**src/rtl/inpkt_type_demux_pkg.sv**
```systemverilog
// Shared packet-type constants, header geometry and FSM state encoding
// for the input-packet header parser.
package inpkt_type_demux_pkg;

  localparam logic [7:0] PKT_TYPE_WORD_LIST     = 8'h01;
  localparam logic [7:0] PKT_TYPE_WORD_GEN      = 8'h02;
  localparam logic [7:0] PKT_TYPE_CMP_CONFIG    = 8'h03;
  localparam logic [7:0] PKT_TYPE_TEMPLATE_LIST = 8'h04;
  localparam logic [7:0] PKT_TYPE_INIT          = 8'h05;

  localparam int PKT_HDR_LEN   = 8;
  localparam int PKT_LEN_WIDTH = 24;

  typedef enum logic [1:0] {
    ST_HDR     = 2'd0,
    ST_PAYLOAD = 2'd1,
    ST_ERR     = 2'd2
  } state_t;

endpackage

```
**src/rtl/inpkt_hdr_check.sv**
```systemverilog
// Combinational legality check of a packet type and its payload length.
module inpkt_hdr_check
  import inpkt_type_demux_pkg::*;
#(
  parameter int PKT_MAX_LEN = 65536
) (
  input  logic [7:0]               pkt_type,
  input  logic [PKT_LEN_WIDTH-1:0] pkt_len,
  output logic                     type_ok,
  output logic                     len_ok
);

  localparam logic [PKT_LEN_WIDTH-1:0] MAX_LEN = PKT_LEN_WIDTH'(PKT_MAX_LEN);
  localparam logic [PKT_LEN_WIDTH-1:0] ONE     = PKT_LEN_WIDTH'(1);

  assign type_ok = (pkt_type >= PKT_TYPE_WORD_LIST) && (pkt_type <= PKT_TYPE_INIT);

  // The INIT holding block downstream is exactly one byte deep.
  assign len_ok = (pkt_len != '0) && (pkt_len <= MAX_LEN) &&
                  ((pkt_type != PKT_TYPE_INIT) || (pkt_len == ONE));

endmodule

```
**src/rtl/inpkt_type_demux.sv**
```systemverilog
// Strips the 8-byte input-packet header and routes the payload to the
// INIT channel or the data channel; any header violation halts intake.
module inpkt_type_demux
  import inpkt_type_demux_pkg::*;
#(
  parameter logic [7:0] VERSION     = 8'd2,
  parameter int         PKT_MAX_LEN = 65536
) (
  input  logic        CLK,
  input  logic        RESET_N,
  input  logic [7:0]  din,
  input  logic        din_empty,
  output logic        din_rd_en,
  output logic [7:0]  init_dout,
  output logic        init_wr_en,
  input  logic        init_full,
  output logic [7:0]  data_dout,
  output logic        data_wr_en,
  input  logic        data_full,
  output logic [7:0]  data_pkt_type,
  output logic [15:0] data_pkt_id,
  output logic        data_pkt_end,
  output logic        err_pkt_version,
  output logic        err_pkt_type,
  output logic        err_pkt_len
);

  localparam logic [PKT_LEN_WIDTH-1:0] ONE = PKT_LEN_WIDTH'(1);

  state_t                   state, state_nxt;
  logic [2:0]               idx;
  logic [PKT_LEN_WIDTH-1:0] len_cnt;
  logic [7:0]               hdr_type;
  logic [PKT_LEN_WIDTH-1:0] hdr_len;
  logic [7:0]               hdr_id_lo;
  logic                     sel_init, dst_full;
  logic                     set_ver, set_type, set_len;
  logic [7:0]               chk_type;
  logic                     type_ok, len_ok;

  // Type is checked live on b1; length on b4 against the type latched earlier.
  assign chk_type = (idx == 3'd1) ? din : hdr_type;

  inpkt_hdr_check #(.PKT_MAX_LEN(PKT_MAX_LEN)) u_hdr_check (
    .pkt_type (chk_type),
    .pkt_len  ({din, hdr_len[15:0]}),
    .type_ok  (type_ok),
    .len_ok   (len_ok)
  );

  assign sel_init = (data_pkt_type == PKT_TYPE_INIT);
  assign dst_full = sel_init ? init_full : data_full;

  always_comb begin
    state_nxt  = state;
    din_rd_en  = 1'b0;
    init_wr_en = 1'b0;
    data_wr_en = 1'b0;
    set_ver    = 1'b0;
    set_type   = 1'b0;
    set_len    = 1'b0;
    // Gating by RESET_N keeps every output low while reset is held.
    if (RESET_N) begin
      case (state)
        ST_HDR: begin
          din_rd_en = ~din_empty;
          if (din_rd_en) begin
            case (idx)
              3'd0: if (din != VERSION) begin set_ver  = 1'b1; state_nxt = ST_ERR; end
              3'd1: if (!type_ok)       begin set_type = 1'b1; state_nxt = ST_ERR; end
              3'd4: if (!len_ok)        begin set_len  = 1'b1; state_nxt = ST_ERR; end
              3'd7: state_nxt = ST_PAYLOAD;
              default: ;
            endcase
          end
        end
        ST_PAYLOAD: begin
          din_rd_en  = ~din_empty & ~dst_full;
          init_wr_en = din_rd_en & sel_init;
          data_wr_en = din_rd_en & ~sel_init;
          if (din_rd_en && (len_cnt == ONE)) state_nxt = ST_HDR;
        end
        default: ;
      endcase
    end
  end

  assign init_dout    = init_wr_en ? din : 8'h00;
  assign data_dout    = data_wr_en ? din : 8'h00;
  assign data_pkt_end = data_wr_en & (len_cnt == ONE);

  always_ff @(posedge CLK or negedge RESET_N) begin
    if (!RESET_N) begin
      state           <= ST_HDR;
      idx             <= 3'd0;
      len_cnt         <= '0;
      data_pkt_type   <= 8'h00;
      data_pkt_id     <= 16'h0000;
      err_pkt_version <= 1'b0;
      err_pkt_type    <= 1'b0;
      err_pkt_len     <= 1'b0;
    end else begin
      state           <= state_nxt;
      err_pkt_version <= err_pkt_version | set_ver;
      err_pkt_type    <= err_pkt_type | set_type;
      err_pkt_len     <= err_pkt_len | set_len;
      if (din_rd_en) begin
        if (state == ST_HDR) begin
          idx <= idx + 3'd1;
          if (idx == 3'd7) begin
            len_cnt       <= hdr_len;
            data_pkt_type <= hdr_type;
            data_pkt_id   <= {din, hdr_id_lo};
          end
        end else begin
          len_cnt <= len_cnt - ONE;
        end
      end
    end
  end

  // Header scratch fields; always overwritten before use, so no reset.
  always_ff @(posedge CLK) begin
    if (din_rd_en && (state == ST_HDR)) begin
      case (idx)
        3'd1: hdr_type        <= din;
        3'd2: hdr_len[7:0]    <= din;
        3'd3: hdr_len[15:8]   <= din;
        3'd4: hdr_len[23:16]  <= din;
        3'd6: hdr_id_lo       <= din;
        default: ;
      endcase
    end
  end

endmodule
```
**config.mk**
```make
export PLATFORM = sky130hd
export DESIGN_NAME = inpkt_type_demux
export DESIGN_NICKNAME = d
export VERILOG_FILES = /design/src/rtl/inpkt_type_demux_pkg.sv /design/src/rtl/inpkt_hdr_check.sv /design/src/rtl/inpkt_type_demux.sv
export SDC_FILE = /design/constraint.sdc
export NUM_CORES = 1
export LEC_CHECK = 0
export CAP_MARGIN = 15
export CORE_MARGIN = 8
export CORE_UTILIZATION = 50
export CTS_CLUSTER_SIZE = 30
export DETAILED_ROUTE_END_ITERATION = 7
export GPL_TIMING_DRIVEN = 0
export MAX_ROUTING_LAYER = met4
export PLACE_DENSITY = 0.73
export SKIP_CTS_REPAIR_TIMING = 1
export SLEW_MARGIN = 40
export SYNTH_ARGS = -nofsm -noshare
export SYNTH_HDL_FRONTEND = slang
export SYNTH_HIERARCHICAL = 1
export SYNTH_SLANG_ARGS = --single-unit
```
**constraint.sdc**
```tcl
create_clock -name CLK -period 5.1 [get_ports CLK]
set_clock_uncertainty 0.2 [all_clocks]
set_input_delay 0.51 -clock CLK [delete_from_list [all_inputs] [get_ports CLK]]
set_output_delay 0.51 -clock CLK [all_outputs]
set_load 0.05 [all_outputs]
```
# == After elaboration in Yosys (flattened, before gate mapping) ==
# Cells that the tools add are included.
# word_totals
register_bits,96
output_inout_bits,47
# op_classes
n_addsub,2
n_lt_le_gt_ge,3
n_eq_ne,19
muxes,34
bitwise_logic,10
n_reduce_logical,18
# ops
operator,n
$eq 24x1->1 const B,2
$mux 24,2
$le 24x17->1 const B,1
$mux 8,3
$reduce_bool 24->1,1
$sub 24x1->24 const B,1
$mux 1,21
$reduce_and 2->1,6
$mux 2,5
$eq 3x3->1 const B,3
$ne 3x3->1 const B,3
$eq 8x3->1 const B,1
$ge 8x1->1 const B,1
$le 8x3->1 const B,1
$ne 8x2->1 const B,1
$ne 8x3->1 const B,1
$pmux 2 s4,1
$reduce_and 8->1,1
$eq 3x2->1 const B,2
$logic_and 1x1->1,5
$ne 5x2->1 const B,1
$and 1x1->1,4
$ne 2x2->1 const B,2
$pmux 2 s2,1
12 further kinds,16

# == Logic depth before layout (Yosys ltp) ==
# logic_depth
depth_word,11
depth_mapped,14
ltp_nobuf,13

# == Hierarchy ==
# The synthesis kept the hierarchy.
# modules_own_cells
mod,n_inst,cells_each,area_each_um2,seq_area_each_um2
inpkt_type_demux,1,385,4461.8,2602.5
inpkt_hdr_check,1,17,125.1,0.0

# == Least setup slack after synthesis ==
# No wires, ideal clock.
# synth_path
path_type,reg2out
from,reg len_cnt[6]
to,out data_pkt_end
t_arrival_ns,3.402
required_ns,4.390
slack_ns,0.988
path_stages_with_launch,6
path_buffers,1
cell_sequence,dfrtp_1 > or4_1 > clkbuf_2 > nor4_1 > nand4_1 > nor4b_1
# synth_between
elab_chain_cells,2
# synth_lines
element,line_no,text
"start, declared",inpkt_type_demux.sv:32,logic [PKT_LEN_WIDTH-1:0] len_cnt;
"start signal, assigned",inpkt_type_demux.sv:111,len_cnt <= hdr_len;
"start signal, assigned",inpkt_type_demux.sv:116,len_cnt <= len_cnt - ONE;
$eq 24x1->1,inpkt_type_demux.sv:90,assign data_pkt_end = data_wr_en & (len_cnt == ONE);
$and 1x1->1,inpkt_type_demux.sv:90,
"end, declared",inpkt_type_demux.sv:22,"output logic data_pkt_end,"
# Every way passes these cells.

# == Worst setup path after layout ==
# layout_path
from,reg len_cnt[8]
to,out data_pkt_end
# The elaborated chain is that of the path after synthesis.

==> summary.txt <==
Logic synthesis
  – Post-synthesis sequential area ratio: 56.74%
  – Async set or reset register ratio after synthesis: 58.33%
  – Top FF cell, synth: dfrtp_1
  – Synth warn: 6
  – Yosys top cell area share: between 30% and 40%
  – Biggest area consumer among synthesized cells: dfrtp_1
  – Post-synth net total: 423
  – Synthesized area: 4587 µm²
  – Post-synthesis area per instance: about 11 µm²
  – Largest cells by area after synthesis: dfrtp_1, edfxtp_1, mux2_2, o21ai_0, and2_1
  – Distinct cells, synth: 60
  – Flops & latches, synth: between 90 and 100
  – Post-synth EDFFs: 40
  – Synthesized instance count: approximately 400

Finish
  – Layout area overhead: 21.09%
  – Fillers: roughly 720
  – Commonest non-fill, non-tap cell in the layout: clkdlybuf4s50_1
  – Multi-input gate area: 1869 µm²
  – Non-filler instance count after layout: 590
  – Register area: ~2600 µm²
  – Final core utilization: just over 60%
  – Diode count: 0
  – Commonest cells after routing, fill and taps aside: clkdlybuf4s50_1, dfrtp_1, edfxtp_1
  – Nets: 495
  – Layout cell share with drive strength beyond 1: 13.99%

Clocking
  – Root Driver: clkbuf_8
  – TritonCTS Buffers: 9
  – CTS tree: built
  – H-Tree Depth: 3
  – Maximum clock insertion buffer count: 2
  – Worst-path clk slew: roughly 0.11 ns
  – Clk sinks: 96
  – Later-pin clock latency in the skew report: 0.38 ns

Route
  – Met3 WL: 708 µm
  – Via density: 6.163
  – 1st-iter DRT viols: 259
  – WL/cell: approximately 21 µm
  – Wirelength, routed: 12.37 mm
  – DRC errors left: 0
  – Wire length on met2: ~5.6 mm
  – Highest Signal Layer: met4
  – Final ANT Viol Nets: 0
  – DRT met1 WL: 5.789 mm
  – Drt first pass iters: 5
  – Via count: roughly 3.6k

Floorplanning
  – Ports: 60
  – Die Area: roughly 12,000 µm²
  – Row cnt: 35
  – Initial core utilization: 50.60%
  – Die width: between 100 and 150 µm
  – Die height: 111.8 µm
  – CORE AREA: 9065 µm²

Placement
  – I/O Buffers: 59
  – GPL Wtd Cong: about 0.9
  – Cell Count Post-Placement: 573
  – Post-DP HPWL: 8.723 mm

Setup path
  – Critical Path RT: 4.39 ns
  – CP Max Fanout: 7
  – Setup crit end kind: output port
  – Arrival time worst endpoint: roughly 3.6 ns
  – CP startpoint kind: flop
  – WS Path Type: reg2out

GRT
  – Number of global-route vias before repair: roughly 3.7k
  – First-pass GRT wire length: 19.94 mm
  – Largest net degree at the start of global routing: 34
  – Initial antenna violation count: 0
  – Gr ovfl total: 0
  – Total GRT Usage: 20.99%

STA
  – Final setup violation count: 0
  – Hold slack: about 0.28 ns
  – Setup TNS Final: 0 ns
  – Final period utilization: 84.58%
  – Minimum clock period: ~4.3 ns
  – Max Clk Rate: between 200 and 250 MHz
  – Relative slew slack: 49.17%
  – Pins Over Slew Limit: 0
  – RSZ-0062 raised after global routing: no
  – Final Hold Fails: 0
  – Slew @ Worst Pin: approximately 0.74 ns

Min path
  – Hold Path Class: reg2reg

Power
  – Leak Pwr: ~2.2 nW
  – Final Power: 1.343 mW
  – Peak supply drop: approximately 0.13 mV
  – PwrDens: around 240 nW/µm²

Run
  – MaxCap Viol Count: 0

Run status
  – Outcome: finished, final reports clean
-- per-layer routing --
layer / track usage (%) / vias up
met2: 31.66 / 120
li1: - / 1662
met4: 8.113 / 0
met3: 4.708 / 22
met1: 27.00 / 1832
met5: - / -
-- worst paths after layout --
check                           slack, ns             from  depth (start not counted)                to
worst max-delay path                 0.79       len_cnt[8]                          6      data_pkt_end
max in group asynchronous            3.79          RESET_N                          3  data_pkt_type[4]
worst min register to register       0.28  err_pkt_version                          1   err_pkt_version
min in group asynchronous            0.38          RESET_N                          2        len_cnt[4]
worst min-delay path                 0.28  err_pkt_version                          1   err_pkt_version
worst max register to register       0.87           idx[1]                         14          state[1]
-- stage by stage --
step / setup slack, ns / area [µm²]
CTS: 0.7838 / 5543
detailed placement: 0.9089 / 5345
finish: 0.7863 / 5554
floorplan: 0.9877 / 4587
global route: 0.6513 / 5554
global placement: -0.8876 / 5316
-- cell usage after synthesis, drive strengths merged, types with 7 or more instances --
cell type / number
clkbuf: 18
mux2: 33
nor3: 14
ha: 8
nor2: 23
nor4: 12
a21oi: 19
or4: 7
nand2: 25
edfxtp: 40
inv: 11
dfrtp: 56
and2: 18
o21ai: 29
-- worst max-delay path: stages, from the launching register on --
cell and delay [ns]:
dfrtp_1 0.42, or4_1 0.53, clkbuf_2 0.19, nor4_2 0.55
nand4_1 0.32, nor4b_1 0.34, clkdlybuf4s50_1 0.88
-- cells by family after synthesis --
group / after synthesis / synth area share, %
xor+xnor: 1 / 0.1910
buf+inv: 33 / 2.755
simple gates: 138 / 16.91
fa+ha+maj: 8 / 2.182
compound gates: 93 / 13.12
mux: 33 / 8.102
flops: 96 / 56.74
-- power by group --
part / internal [mW] / switching (mW) / total, mW
clock: 0.193 / 0.310 / 0.504
sequential: 0.804 / 0 / 0.804
combinational: 0.0122 / 0.0241 / 0.0363
total: 1.01 / 0.334 / 1.34
-- final cells by class --
cell class                 count  share of cell area [%]
clock buffer                   9                   2.230
sequential                    96                   46.86
tap                          111                   2.501
clock inverter                 7                   1.329
inverter                      11                  0.7434
buffer                        22                   1.554
multi-input combinational    273                   33.66
timing repair buffer          61                   11.13
-- state kept, by name, indices dropped and copies added (netlist names) --
name	count
state	2
idx	3
len_cnt	24
err_pkt_type	1
err_pkt_len	1
data_pkt_id	16
hdr_len	24
hdr_id_lo	8
data_pkt_type	8
err_pkt_version	1
hdr_type	8
Note: power is estimated with default switching activity, not from simulation.
